### src/rtl/cv_cmd_dispatcher.sv
// Command-stream parser for the CV core wrappers: decodes host headers and drives the
// shared PE control bus (config words, load/store strobes, data in/out forwarding).
module cv_cmd_dispatcher #(
    parameter int unsigned NUM_PE = 16
) (
    input  logic        clk,
    input  logic        rst,
    input  logic        in_valid,
    output logic        in_ready,
    input  logic [15:0] in_data,
    output logic        out_valid,
    input  logic        out_ready,
    output logic [15:0] out_data,
    input  logic        pe_idle,
    output logic [7:0]  id,
    output logic        broadcast,
    output logic        cfg,
    output logic [12:0] cfg_Iext,
    output logic [12:0] cfg_Oext,
    output logic [12:0] cfg_Hext,
    output logic [12:0] cfg_Wext,
    output logic [12:0] cfg_Iori,
    output logic [12:0] cfg_Oori,
    output logic [12:0] cfg_Hori,
    output logic [12:0] cfg_Wori,
    output logic        load_weight,
    output logic        load_input,
    output logic        store_output,
    output logic        din_valid,
    output logic [15:0] din_data,
    input  logic        dout_valid,
    output logic        dout_ready,
    input  logic [15:0] dout_data,
    output logic        busy,
    output logic        err
);

    localparam int unsigned CW = 13;
    localparam int unsigned NW = 16;

    localparam logic [3:0] OP_NOP   = 4'd0;
    localparam logic [3:0] OP_CFG   = 4'd1;
    localparam logic [3:0] OP_LOADW = 4'd2;
    localparam logic [3:0] OP_LOADI = 4'd3;
    localparam logic [3:0] OP_STORE = 4'd4;

    typedef enum logic [2:0] {
        S_HDR, S_CFG, S_LEN, S_STRB, S_LOAD, S_STORE
    } state_t;

    state_t          state, next_state;
    logic [3:0]      op_q;
    logic [2:0]      cfg_cnt;
    logic [NW-1:0]   cnt;
    logic [CW-1:0]   shadow [0:6];

    logic [3:0]      hdr_op;
    logic            hdr_bc;
    logic [7:0]      hdr_id;
    logic            hdr_op_ok;
    logic            hdr_id_bad;

    assign hdr_op     = in_data[15:12];
    assign hdr_bc     = in_data[11];
    assign hdr_id     = in_data[7:0];
    assign hdr_op_ok  = (hdr_op <= OP_STORE);
    assign hdr_id_bad = !hdr_bc && (32'(hdr_id) >= NUM_PE);

    // State register
    always_ff @(posedge clk) begin
        if (rst) state <= S_HDR;
        else     state <= next_state;
    end

    // Next state and the zero-latency stream handshakes
    always_comb begin
        next_state = state;
        in_ready   = 1'b0;
        din_valid  = 1'b0;
        din_data   = '0;
        out_valid  = 1'b0;
        out_data   = '0;
        dout_ready = 1'b0;
        case (state)
            S_HDR: begin
                in_ready = pe_idle;
                if (in_valid && pe_idle) begin
                    case (hdr_op)
                        OP_CFG:                     next_state = S_CFG;
                        OP_LOADW, OP_LOADI, OP_STORE: next_state = S_LEN;
                        default:                    next_state = S_HDR;
                    endcase
                end
            end
            S_CFG: begin
                in_ready = 1'b1;
                if (in_valid && cfg_cnt == 3'd7) next_state = S_HDR;
            end
            S_LEN: begin
                in_ready = 1'b1;
                if (in_valid) next_state = S_STRB;
            end
            S_STRB: begin
                if (cnt == '0)              next_state = S_HDR;
                else if (op_q == OP_STORE)  next_state = S_STORE;
                else                        next_state = S_LOAD;
            end
            S_LOAD: begin
                in_ready  = 1'b1;
                din_valid = in_valid;
                din_data  = in_data;
                if (in_valid && cnt == NW'(1)) next_state = S_HDR;
            end
            S_STORE: begin
                out_valid  = dout_valid;
                out_data   = dout_data;
                dout_ready = out_ready;
                if (dout_valid && out_ready && cnt == NW'(1)) next_state = S_HDR;
            end
            default: next_state = S_HDR;
        endcase
    end

    // Header latches, counters, config shadow/commit and registered strobes
    always_ff @(posedge clk) begin
        if (rst) begin
            op_q         <= OP_NOP;
            id           <= '0;
            broadcast    <= 1'b0;
            err          <= 1'b0;
            busy         <= 1'b0;
            cfg_cnt      <= '0;
            cnt          <= '0;
            cfg          <= 1'b0;
            load_weight  <= 1'b0;
            load_input   <= 1'b0;
            store_output <= 1'b0;
            for (int i = 0; i < 7; i++) shadow[i] <= '0;
            cfg_Iext <= '0; cfg_Oext <= '0; cfg_Hext <= '0; cfg_Wext <= '0;
            cfg_Iori <= '0; cfg_Oori <= '0; cfg_Hori <= '0; cfg_Wori <= '0;
        end else begin
            cfg          <= 1'b0;
            load_weight  <= 1'b0;
            load_input   <= 1'b0;
            store_output <= 1'b0;
            busy         <= (next_state != S_HDR);
            case (state)
                S_HDR: begin
                    if (in_valid && pe_idle) begin
                        if (hdr_op_ok) begin
                            op_q      <= hdr_op;
                            id        <= hdr_id;
                            broadcast <= hdr_bc;
                            if (hdr_id_bad) err <= 1'b1;
                        end else begin
                            err <= 1'b1;
                        end
                    end
                end
                S_CFG: begin
                    if (in_valid) begin
                        cfg_cnt <= cfg_cnt + 3'd1;
                        if (cfg_cnt == 3'd7) begin
                            // Commit all eight words together so cfg_* never show a partial set
                            cfg      <= 1'b1;
                            cfg_Iext <= shadow[0];
                            cfg_Oext <= shadow[1];
                            cfg_Hext <= shadow[2];
                            cfg_Wext <= shadow[3];
                            cfg_Iori <= shadow[4];
                            cfg_Oori <= shadow[5];
                            cfg_Hori <= shadow[6];
                            cfg_Wori <= in_data[CW-1:0];
                        end else begin
                            shadow[cfg_cnt] <= in_data[CW-1:0];
                        end
                    end
                end
                S_LEN: begin
                    if (in_valid) begin
                        cnt          <= in_data;
                        load_weight  <= (op_q == OP_LOADW);
                        load_input   <= (op_q == OP_LOADI);
                        store_output <= (op_q == OP_STORE);
                    end
                end
                S_LOAD: begin
                    if (in_valid) cnt <= cnt - NW'(1);
                end
                S_STORE: begin
                    if (dout_valid && out_ready) cnt <= cnt - NW'(1);
                end
                default: ;
            endcase
        end
    end

endmodule

### config.mk
export PLATFORM = sky130hd
export DESIGN_NAME = cv_cmd_dispatcher
export DESIGN_NICKNAME = d
export VERILOG_FILES = /design/src/rtl/cv_cmd_dispatcher.sv
export SDC_FILE = /design/constraint.sdc
export NUM_CORES = 1
export LEC_CHECK = 0
export CAP_MARGIN = 20
export CORE_MARGIN = 2
export CORE_UTILIZATION = 50
export DETAILED_ROUTE_END_ITERATION = 12
export MAX_ROUTING_LAYER = met4
export PLACE_DENSITY = 0.79
export SYNTH_ARGS = -nofsm -noshare
export SYNTH_HDL_FRONTEND = slang
export SYNTH_SLANG_ARGS = --single-unit
### constraint.sdc
create_clock -name clk -period 4.75 [get_ports clk]
set_input_delay 0.95 -clock clk [delete_from_list [all_inputs] [get_ports clk]]
set_output_delay 0.95 -clock clk [all_outputs]
set_load 0.02 [all_outputs]
[Word-level counts from Yosys, hierarchy flattened]
Memory sizes are Yosys's and may differ from the RTL's. A register that Yosys moved wholly into a read port is not among the register bits.
Index checks and enable logic that the tools add are counted.
Operators by class
  add/sub/neg operators: 2
  magnitude comparators: 2
  eq/ne operators: 18
  multiplexer cells: 32
  bitwise gates (word level): 3
  reduce and logical (&&, ||, !) cells: 21
Operators by type and width (number)
  $mux W16: 5
  $pmux W16 S3: 1
  $mux W3: 7
  $pmux W3 S6: 1
  $eq A16 B1 Y1 const B: 1
  $eq A4 B2 Y1 const B: 4
  $logic_not A16 Y1: 1
  $sub A16 B1 Y16 const B: 1
  $mux W1: 15
  $mux W13: 1
  $reduce_or A13 Y1: 1
  $reduce_or A3 Y1: 4
  $eq A3 B3 Y1 const B: 3
  $reduce_and A3 Y1: 3
  $eq A4 B3 Y1 const B: 2
  $ge A8 B5 Y1 const B: 1
  $eq A3 B2 Y1 const B: 2
  $logic_and A1 B1 Y1: 6
  $ne A2 B2 Y1 const B: 3
  $reduce_bool A3 Y1: 2
  $eq A4 B1 Y1 const B: 1
  $le A4 B3 Y1 const B: 1
  $pmux W2 S2: 1
  $reduce_and A4 Y1: 1
  other kinds (8): 10
Word-level totals
  register bits after elaboration: 54
  RAM bits: 91
  input port bits: 38
  logic and storage cells: 92
  memories: 1
Memory list
  shadow: depth 7, bits a word 13, read ports 7, clocked after Yosys merged registers in 7, wr ports 7, RTL line 55  | logic [CW-1:0] shadow [0:6];

[Longest topological paths before layout]
Gate-level depths: netlist of the first run.
  depth in word-level cells: 8
  mapped depth: 9

[Worst setup path after synthesis of the first run]
No wires, ideal clock.
  path kind: input-to-reg
  start point: in rst
  end point: mem shadow[4][0] (enable)
  arrival: 2461 ps
  path slack: 1885 ps
  stages: 4
  path buffers: 1
  cells stage by stage: clkbuf_1 > nor3_1 > a21o_1 > o31ai_1
RTL lines
  start: declaration: RTL line 7  | input logic rst,
  end: declaration: RTL line 55

[Final worst setup path of the first run]
  start point: reg state[2]
  end point: out out_data[8]
On the way
  cells in the longest elaborated chain, start to end: 2
RTL lines
  start: declaration: RTL line 51  | state_t state, next_state;
  start signal: assignment: RTL line 72  | else state <= next_state;
  $eq A3 B3 Y1: RTL line 84  | case (state)
  $mux W16: RTL line 84
  end: declaration: RTL line 13  | output logic [15:0] out_data,
No other way between the ends.

==> results of run 1 <==
## registers in the layout, indices dropped and copies added (netlist names), 13 cells and up
name	cells
cfg_Hori	13
cfg_Hext	13
cfg_Wori	13
cfg_Oori	13
shadow	91
cfg_Iori	13
cfg_Iext	13
cfg_Wext	13
cfg_Oext	13
cnt	16
## worst reg2reg max path: stages, from the launching register on
cell	delay (ns)
dfxtp_1	0.36
ha_1	0.23
ha_1	0.33
nor4_1	0.58
nand2_1	0.41
nand2_1	0.54
## worst max-delay path by stage
stage	startpoint	end	slack (ns)	depth (start not counted)
4_1_cts	state[2]$_SDFF_PP0_	out_data[8]	0.98	3
3_5_place_dp	in_valid	shadow[4][6]$_SDFFCE_PN0P_	0.98	6
6_report	state[2]$_SDFF_PP0_	out_data[8]	0.92	3
3_3_place_gp	in_valid	shadow[4][1]$_SDFFCE_PN0P_	1.12	6
2_1_floorplan	rst	shadow[4][0]$_SDFFCE_PN0P_	1.89	4
5_1_grt	state[2]$_SDFF_PP0_	out_data[8]	0.82	3
## power breakdown
part / internal, mW / switching (mW)
clock network: 0.907 / 0.740
logic: 0.0636 / 0.102
registers: 2.11 / 0.0158
total: 3.08 / 0.857
## stage by stage
step | setup slack, ns | hold WS [ns] | total power, mW | instance area [um2] | std cells
after detailed placement | 0.982 | 0.446 | 2.34 | 11100 | 1357
final | 0.916 | 0.453 | 3.94 | 11800 | 1401
after global routing | 0.824 | 0.471 | 4.05 | 11800 | 1401
after global placement | 1.12 | 0.441 | 2.33 | 11100 | 1357
after floorplan | 1.89 | 0.427 | 2.25 | 9110 | 995
after CTS | 0.981 | 0.455 | 3.95 | 11800 | 1399
## area by class of cell
type / instances / area [um2] / area share (%)
Multi-Input combinational cell: 672 / 3290 / 27.8
Clock inverter: 12 / 57.6 / 0.486
Sequential cell: 236 / 5510 / 46.5
Clock buffer: 30 / 612 / 5.17
Tap cell: 229 / 287 / 2.42
Inverter: 19 / 71.3 / 0.602
Timing Repair Buffer: 203 / 2020 / 17.1
## layout by cell type, fill, tap and decap left out, types with 2 or more instances in the layout
cell type | synthesis | layout
nand4_1 | 2 | 2
nand3_1 | 13 | 13
nand2_1 | 264 | 263
a21oi_1 | 133 | 133
nor3_1 | 13 | 12
a22o_1 | 2 | 2
o22a_1 | 7 | 7
clkinv_2 | 0 | 3
a21o_1 | 3 | 3
nor2_1 | 98 | 98
a31oi_1 | 5 | 5
nor2b_1 | 4 | 4
inv_1 | 19 | 19
ha_1 | 5 | 5
o211ai_1 | 2 | 2
and3_1 | 22 | 22
a311oi_1 | 2 | 2
o31ai_1 | 3 | 2
o21ai_0 | 18 | 17
o22ai_1 | 3 | 3
edfxtp_1 | 78 | 78
or2_2 | 3 | 3
buf_4 | 0 | 11
nor4_1 | 8 | 8
clkinv_1 | 0 | 7
clkdlybuf4s50_1 | 0 | 191
dfxtp_1 | 158 | 158
clkbuf_1 | 55 | 6
nand2b_1 | 4 | 4
and2_1 | 18 | 17
clkbuf_16 | 0 | 23
a211oi_1 | 5 | 5
or4_1 | 5 | 5
mux2i_1 | 12 | 12
nor4b_1 | 2 | 2
## metal layers
| metal | global-route usage [%] | up-vias | share of wire [%] |
|---|---|---|---|
| met1 | 32.5 | 3656 | 41 |
| li1 | - | 3686 | - |
| met5 | - | - | 0 |
| met3 | 5.11 | 38 | 7.5 |
| met2 | 41.3 | 294 | 49 |
| met4 | 5.10 | 0 | 2.0 |
## cells by family after synthesis
logic type / count (synthesis) / share of synthesized area [%]
DFF: 236 / 60.5
AOI/OAI and AO/OA: 191 / 11.8
muxes: 12 / 1.32
buffers and inverters: 87 / 3.68
adders and majority gates: 5 / 0.687
and+or+nand+nor: 463 / 22.0
xor gates and xnor gates: 1 / 0.0962
==> impl_metrics.ini, run 1 <==
[outcome]
run_status = completed

[final_layout]
drive_gt1_share_pct = 4.44
diodes = 0
final_nets = 1198
area_growth_pct = 30.0
fin_util_pct = 66.1
fillers = 1461

[critical_path]
critical_path_arrival_ns = 2.88
crit_buf_inv = 1
worstReg2RegStart = cfg_cnt[0]$_SDFFE_PP0P_
crit_path_top_delay_cell = nor2b_1
path_cells = nor2b_1 -> and3_1 -> clkdlybuf4s50_1
cp-start-kind = register
cp.required_ns = 3.80
r2r_end = shadow[0][0]$_SDFFCE_PN0P_
r2r_slack_ns = 1.95
endpoint_kind = primary output
worst-r2r-cell-count = 5
worstSetupPathType = reg -> out
cp_max_fo = 19
cp_top_family = simple AND/OR/NAND/NOR gates
max_stage_delay_ns = 0.93

[drt]
drcViolationCount = 0
via_per_inst = 5.48
wl_per_cell_um = 17.2
vias = 7674
ant_nets = 0
first_iter_violations = 635
drtPass1Iterations = 5
routed_wl_mm = 24.2

[clock_tree]
hold_buffers = 0
cts_buffers = 23
cts-root-buf = clkbuf_16
clk_latency_ns = 0.51
post_cts_resized = 0
cts_tree = done
cts-htree-levels = 1
cts_buffer_depth = 3
postCtsSetupBuffers = 0
clk_pin_slew_ns = 0.06
cts_sinks = 236

[logic_synthesis]
synthCells = 995
yosys_warnings = 0
syn_avg_cell_area_um2 = 9.15
synthTopCellsByArea = dfxtp_1 35%, edfxtp_1 26%, nand2_1 11%
syn_nets = 1038
synthArstFlopShare_pct = 0
ys.flop_type = dfxtp_1
synth_edf_count = 78
ys_seq_area_share_pct = 60.5
synth_seq_cells = 236
synth_top_area_share_pct = 34.7
synth.cells.most_frequent = 264 x nand2_1, 158 x dfxtp_1, 133 x a21oi_1, 98 x nor2_1, 78 x edfxtp_1
synth.distinct_cells = 49
yosys.cell_count.top_type = nand2_1
synth_top_area_cell = dfxtp_1
netlist_area_um2 = 9110

[min_path]
min_from = cfg_Wext[9]$_SDFFE_PP0P_
holdPathStages = 2
whs_endpoint = cfg_Wext[9]$_SDFFE_PP0P_
hold_class = reg -> reg

[die]
io_pins = 193
rows = 49
initial_core_util_pct = 50.9
die_w_um = 139
die_area_um2 = 19300
core_region_area_um2 = 17900
die_h_um = 139

[global_route]
grt_pass1_wl_mm = 38.4
grt_pass1_vias = 7183
antenna_found_initial = 0
grtUsageTotal_pct = 25.1
grt_max_degree = 106
gr-total-overflow = 0

[timing]
rsz0062_at_grt = no
finalCriticalPeriod_ns = 3.83
setup-tns-final_ns = 0
max_slew_margin_pct = 25.3
finalSetupViolCount = 0
fmax_ghz = 0.261
tightest_slew_ns = 1.12
period_share_pct = 80.7
maxSlewViolCount = 0
fin_skew_ns = 0.00971
hold_viol = 0

[placed_design]
gp_congestion = 0.898
portBuffers = 192
dp.final_hpwl_mm = 15.9

[power]
ir_drop_mv = 0.286
p_per_area_nw_per_um2 = 333
power.leakage_nw = 4.31

[job]
maxCapViolations = 0
No activity file was read; power rests on OpenSTA's default activity.
==> run 2: changes to the inputs <==
CORE_UTILIZATION = 46   (was 50)
PLACE_DENSITY = 0.76   (was 0.79)
clock period = 3.3 ns   (was 4.75 ns; I/O delays follow)
==> run 2 against run 1 <==
Against the previous run:
- clock power up 64%
- global-route usage down 1.2 points
- via count up 1.4%
- critical path depth up 2
- combinational power up 49%
- power up 53%
- count of clock-buffer cells in the layout up 4
- hold slack worse by 0.0011 ns
- sequential power up 44%
- first-iteration DRC count down 2.4%
- largest power group unchanged
==> impl_metrics.ini, run 2 (same netlist as run 1, synthesis figures left out) <==
[clock_tree]
cts-root-buf = clkbuf_16
post_cts_resized = 0
cts_buffer_depth = 3
clk_latency_ns = 0.52
cts-htree-levels = 1
clk_pin_slew_ns = 0.06
cts_buffers = 25
cts_sinks = 236
postCtsSetupBuffers = 0
cts_tree = done
hold_buffers = 0

[timing]
holdWs_ns = 0.452
hold_viol = 0
setup-tns-final_ns = 0
finalSetupViolCount = 0
tightest_slew_ns = 0.773
fin_skew_ns = 0.0140
maxSlewViolCount = 0
max_slew_margin_pct = 48.0
finalCriticalPeriod_ns = 3.13
fmax_ghz = 0.319
period_share_pct = 94.9
setup_ws_ns = 0.167
rsz0062_at_grt = no

[power]
power_frac_seq_pct = 51.0
power.leakage_nw = 4.46
switching_share_pct = 21.2
p_sw_mw = 1.28
p_clk_share_pct = 44.9
combPwrFrac_pct = 4.1
ir_drop_mv = 0.416
p_int_mw = 4.73
p_per_area_nw_per_um2 = 495

[final_layout]
layout_commonest_cell = nand2_1
top_register = shadow
design_area_um2 = 12200
largestRegisters = shadow x91, cnt x16
largest_register_ffs = 91
layout_common_cells = 263 x nand2_1, 191 x clkdlybuf4s50_1, 158 x dfxtp_1
area_growth_pct = 33.4
fin_util_pct = 62.4
drive_gt1_share_pct = 6.28
final_nets = 1219
diodes = 0

[global_route]
grtUsageTotal_pct = 23.9
gr-total-overflow = 0
grt_max_degree = 106
antenna_found_initial = 0
grt_pass1_wl_mm = 37.9
grt_pass1_vias = 7089

[placed_design]
portBuffers = 192
dp_slack_ns = 0.408
place_area_um2 = 11400
dp.final_hpwl_mm = 16.7
gp_congestion = 0.870

[critical_path]
cp-start-kind = register
endpoint_kind = primary output
cp.required_ns = 2.64
worstSetupPathType = reg -> out
cp-startpoint = state[2]$_SDFF_PP0_
critical_path_arrival_ns = 2.47
cp_max_fo = 13
worstReg2RegStart = state[0]$_SDFF_PP0_

[min_path]
hold_class = reg -> reg
min_from = cfg_Hori[7]$_SDFFE_PP0P_

[die]
die_w_um = 145
initial_core_util_pct = 46.8
die_h_um = 145
die_area_um2 = 20900
core_region_area_um2 = 19500
io_pins = 193
rows = 51

[drt]
drtPass1Iterations = 7
first_iter_violations = 620
drcViolationCount = 0
vias = 7778
wl_per_cell_um = 17.0
ant_nets = 0
routed_wl_mm = 24.8
via_per_inst = 5.33

[outcome]
run_status = completed

[job]
maxCapViolations = 0
[run 2: cell count changes in the layout (fill, tap and decap cells not counted), sizes merged]
cell,previous run,this run
clkinv,10,8
bufinv,0,2
clkbuf,30,34
buf,12,31
[run 2: cell type report]
| type | instances | area (um2) |
|---|---|---|
| fillers | 1618 | 7310 |
| flip-flops and latches | 236 | 5510 |
| multi-input cells | 672 | 3290 |
| repair buffers | 222 | 2170 |
| clock buffers | 34 | 679 |
| well taps | 265 | 332 |
| clock inverters | 12 | 109 |
| inverters | 19 | 71.3 |
[run 2: metal layers]
layer / wire length (um) / track usage (%) / vias up
li1: - / - / 3731
met1: 10200 / 30.5 / 3698
met2: 12200 / 39.2 / 293
met3: 1610 / 3.78 / 56
met4: 701 / 7.51 / 0
met5: 0 / - / -
[run 2: critical path, cell delays in order, from the launching register on]
cell and delay (ns):
dfxtp_1 0.55, nand2b_1 0.13, nor2_1 0.27, buf_4 0.23
and2_1 0.13, clkdlybuf4s50_1 0.65
[run 2: final timing paths]
check / end / cells past startpoint / slack, ns
hold reg to reg: cfg_Hori[7]$_SDFFE_PP0P_ / 2 / 0.45
hold / removal: cfg_Hori[7]$_SDFFE_PP0P_ / 2 / 0.45
setup reg to reg: shadow[1][11]$_SDFFCE_PN0P_ / 6 / 0.83
setup / recovery: din_data[0] / 5 / 0.17
[run 2: per-stage QoR]
stage	total power, mW	std cells
after floorplan	3.25	995
after global placement	3.37	1414
after detailed placement	3.37	1414
after CTS	6.03	1460
after global routing	6.18	1460
final	6.01	1460
[run 2: power groups by stage]
stage / logic [mW] / clock network (mW) / registers (mW)
after floorplan: 0.121 / 0 / 3.12
after global routing: 0.266 / 2.85 / 3.07
after CTS: 0.246 / 2.72 / 3.06
final: 0.247 / 2.70 / 3.06
after detailed placement: 0.245 / 0 / 3.13
after global placement: 0.241 / 0 / 3.12
==> run 3: changes to the inputs <==
CORE_MARGIN = unset   (was 2)
==> run 3 against run 2 <==
Against the previous run:
- fmax is 3.8% higher
- count of clock-buffer cells in the layout is 2 higher
- clock power is 2% lower
- sequential power hardly changed
- critical path depth stayed put
- clock skew hardly changed
- cell count is 0.14% higher
- non-clock buffer count is 4 higher
- die area is 2.7% lower
- global-route usage is 0.28 points higher
- utilization is 0.071 points higher
- power is 0.95% lower
- largest power group unchanged
==> impl_metrics.ini, run 3 (same netlist as run 1, synthesis figures left out) <==
[drt]
via_per_inst = 5.24
drcViolationCount = 0
first_iter_violations = 660
drtPass1Iterations = 5
vias = 7663
ant_nets = 0
wl_per_cell_um = 16.3
routed_wl_mm = 23.9

[clock_tree]
hold_buffers = 0
clk_latency_ns = 0.52
cts-root-buf = clkbuf_16
cts_buffers = 24
clk_pin_slew_ns = 0.06
cts_tree = done
cts_buffer_depth = 3
cts-htree-levels = 1
cts_sinks = 236

[min_path]
min_from = cfg_Iori[6]$_SDFFE_PP0P_
hold_class = reg -> reg

[die]
rows = 51
die_w_um = 143
io_pins = 193
die_area_um2 = 20400
core_region_area_um2 = 19500
die_h_um = 143
initial_core_util_pct = 46.8

[placed_design]
portBuffers = 192
gp_congestion = 0.877
dp.final_hpwl_mm = 16.3

[final_layout]
final_nets = 1222
layout_commonest_cell = nand2_1
drive_gt1_share_pct = 6.77
largestRegisters = shadow x91, cnt x16
area_growth_pct = 33.6
top_register = shadow
diodes = 0
largest_register_ffs = 91
layout_common_cells = 263 x nand2_1, 191 x clkdlybuf4s50_1, 158 x dfxtp_1

[critical_path]
max_stage_delay_ns = 0.64
path_cells = buf_4 -> nor2b_1 -> buf_4 -> and3_1 -> clkdlybuf4s50_1
cp-startpoint = state[2]$_SDFF_PP0_
endpoint_kind = primary output
cp_top_family = buffers and inverters
worstReg2RegStart = state[0]$_SDFF_PP0_
worstSetupPathType = reg -> out
crit_path_frequent_cell = buf_4
crit_buf_inv = 3
cp.required_ns = 2.64
critical_path_arrival_ns = 2.36
cp_max_fo = 34
cp-start-kind = register
crit_path_top_delay_cell = clkdlybuf4s50_1

[global_route]
grt_pass1_wl_mm = 37.2
grt_pass1_vias = 7098
grtUsageTotal_pct = 24.1
gr-total-overflow = 0
grt_max_degree = 55
antenna_found_initial = 0

[job]
maxCapViolations = 0

[outcome]
run_status = completed

[timing]
finalCriticalPeriod_ns = 3.02
period_share_pct = 91.4
holdWs_ns = 0.451
maxSlewViolCount = 0
fmax_ghz = 0.331
rsz0062_at_grt = no
setup-tns-final_ns = 0
fin_skew_ns = 0.0143
tightest_slew_ns = 0.749
max_slew_margin_pct = 49.6
hold_viol = 0
finalSetupViolCount = 0

[power]
p_per_area_nw_per_um2 = 489
ir_drop_mv = 0.485
power.leakage_nw = 4.46
run 3: worst paths after layout:
path | end | slack, ns | depth (start not counted)
max | out_data[4] | 0.28 | 5
min | cfg_Iori[6]$_SDFFE_PP0P_ | 0.45 | 2
max reg2reg | shadow[6][12]$_SDFFE_PP0P_ | 0.78 | 6
min reg2reg | cfg_Iori[6]$_SDFFE_PP0P_ | 0.45 | 2
run 3: area by class of cell:
cell class                 count  area [um2]
tap                          265         332
fill                        1605        7300
timing repair buffer         226        2200
multi-input combinational    672        3290
clock inverter                 8         104
clock buffer                  36         666
sequential                   236        5510
inverter                      19        71.3
run 3: layer usage:
metal | part of all wire, % | GRT usage [%] | up-vias
met1 | 43 | 31.1 | 3615
met2 | 49 | 39.6 | 273
met5 | 0 | - | -
met4 | 2.6 | 7.13 | 0
li1 | - | - | 3735
met3 | 6.0 | 3.39 | 40
run 3: what timing repair did:
item / 4_1_cts / 5_1_grt
setup buffers: 0 / 0
hold endpoints to repair: 0 / 0
endpoints found under the setup margin: 0 / 16
gates resized for setup: 0 / 1
run 3: worst min-delay path: cells and delay by family (launching register included):
kind             cells  cell delay, ns
AO/OA/AOI/OAI        1            0.05
flip-flops           1            0.30
AND/OR/NAND/NOR      1            0.05
run 3: where the power goes:
part	internal, mW	switching [mW]
registers	3.04	0.0198
logic	0.103	0.151
clock network	1.56	1.08
total	4.70	1.25
run 3: metrics by stage:
stage | instance area [um2] | instances | setup WS [ns] | utilization, % | total power, mW
4_1_cts | 12200 | 1462 | 0.0454 | 62.5 | 5.98
5_1_grt | 12200 | 1462 | 0.184 | 62.5 | 6.11
6_report | 12200 | 1462 | 0.283 | 62.5 | 5.95
3_3_place_gp | 11400 | 1418 | 0.276 | 58.5 | 3.37
2_1_floorplan | 9110 | 995 | 0.725 | - | 3.25
3_5_place_dp | 11400 | 1418 | 0.185 | 58.5 | 3.37
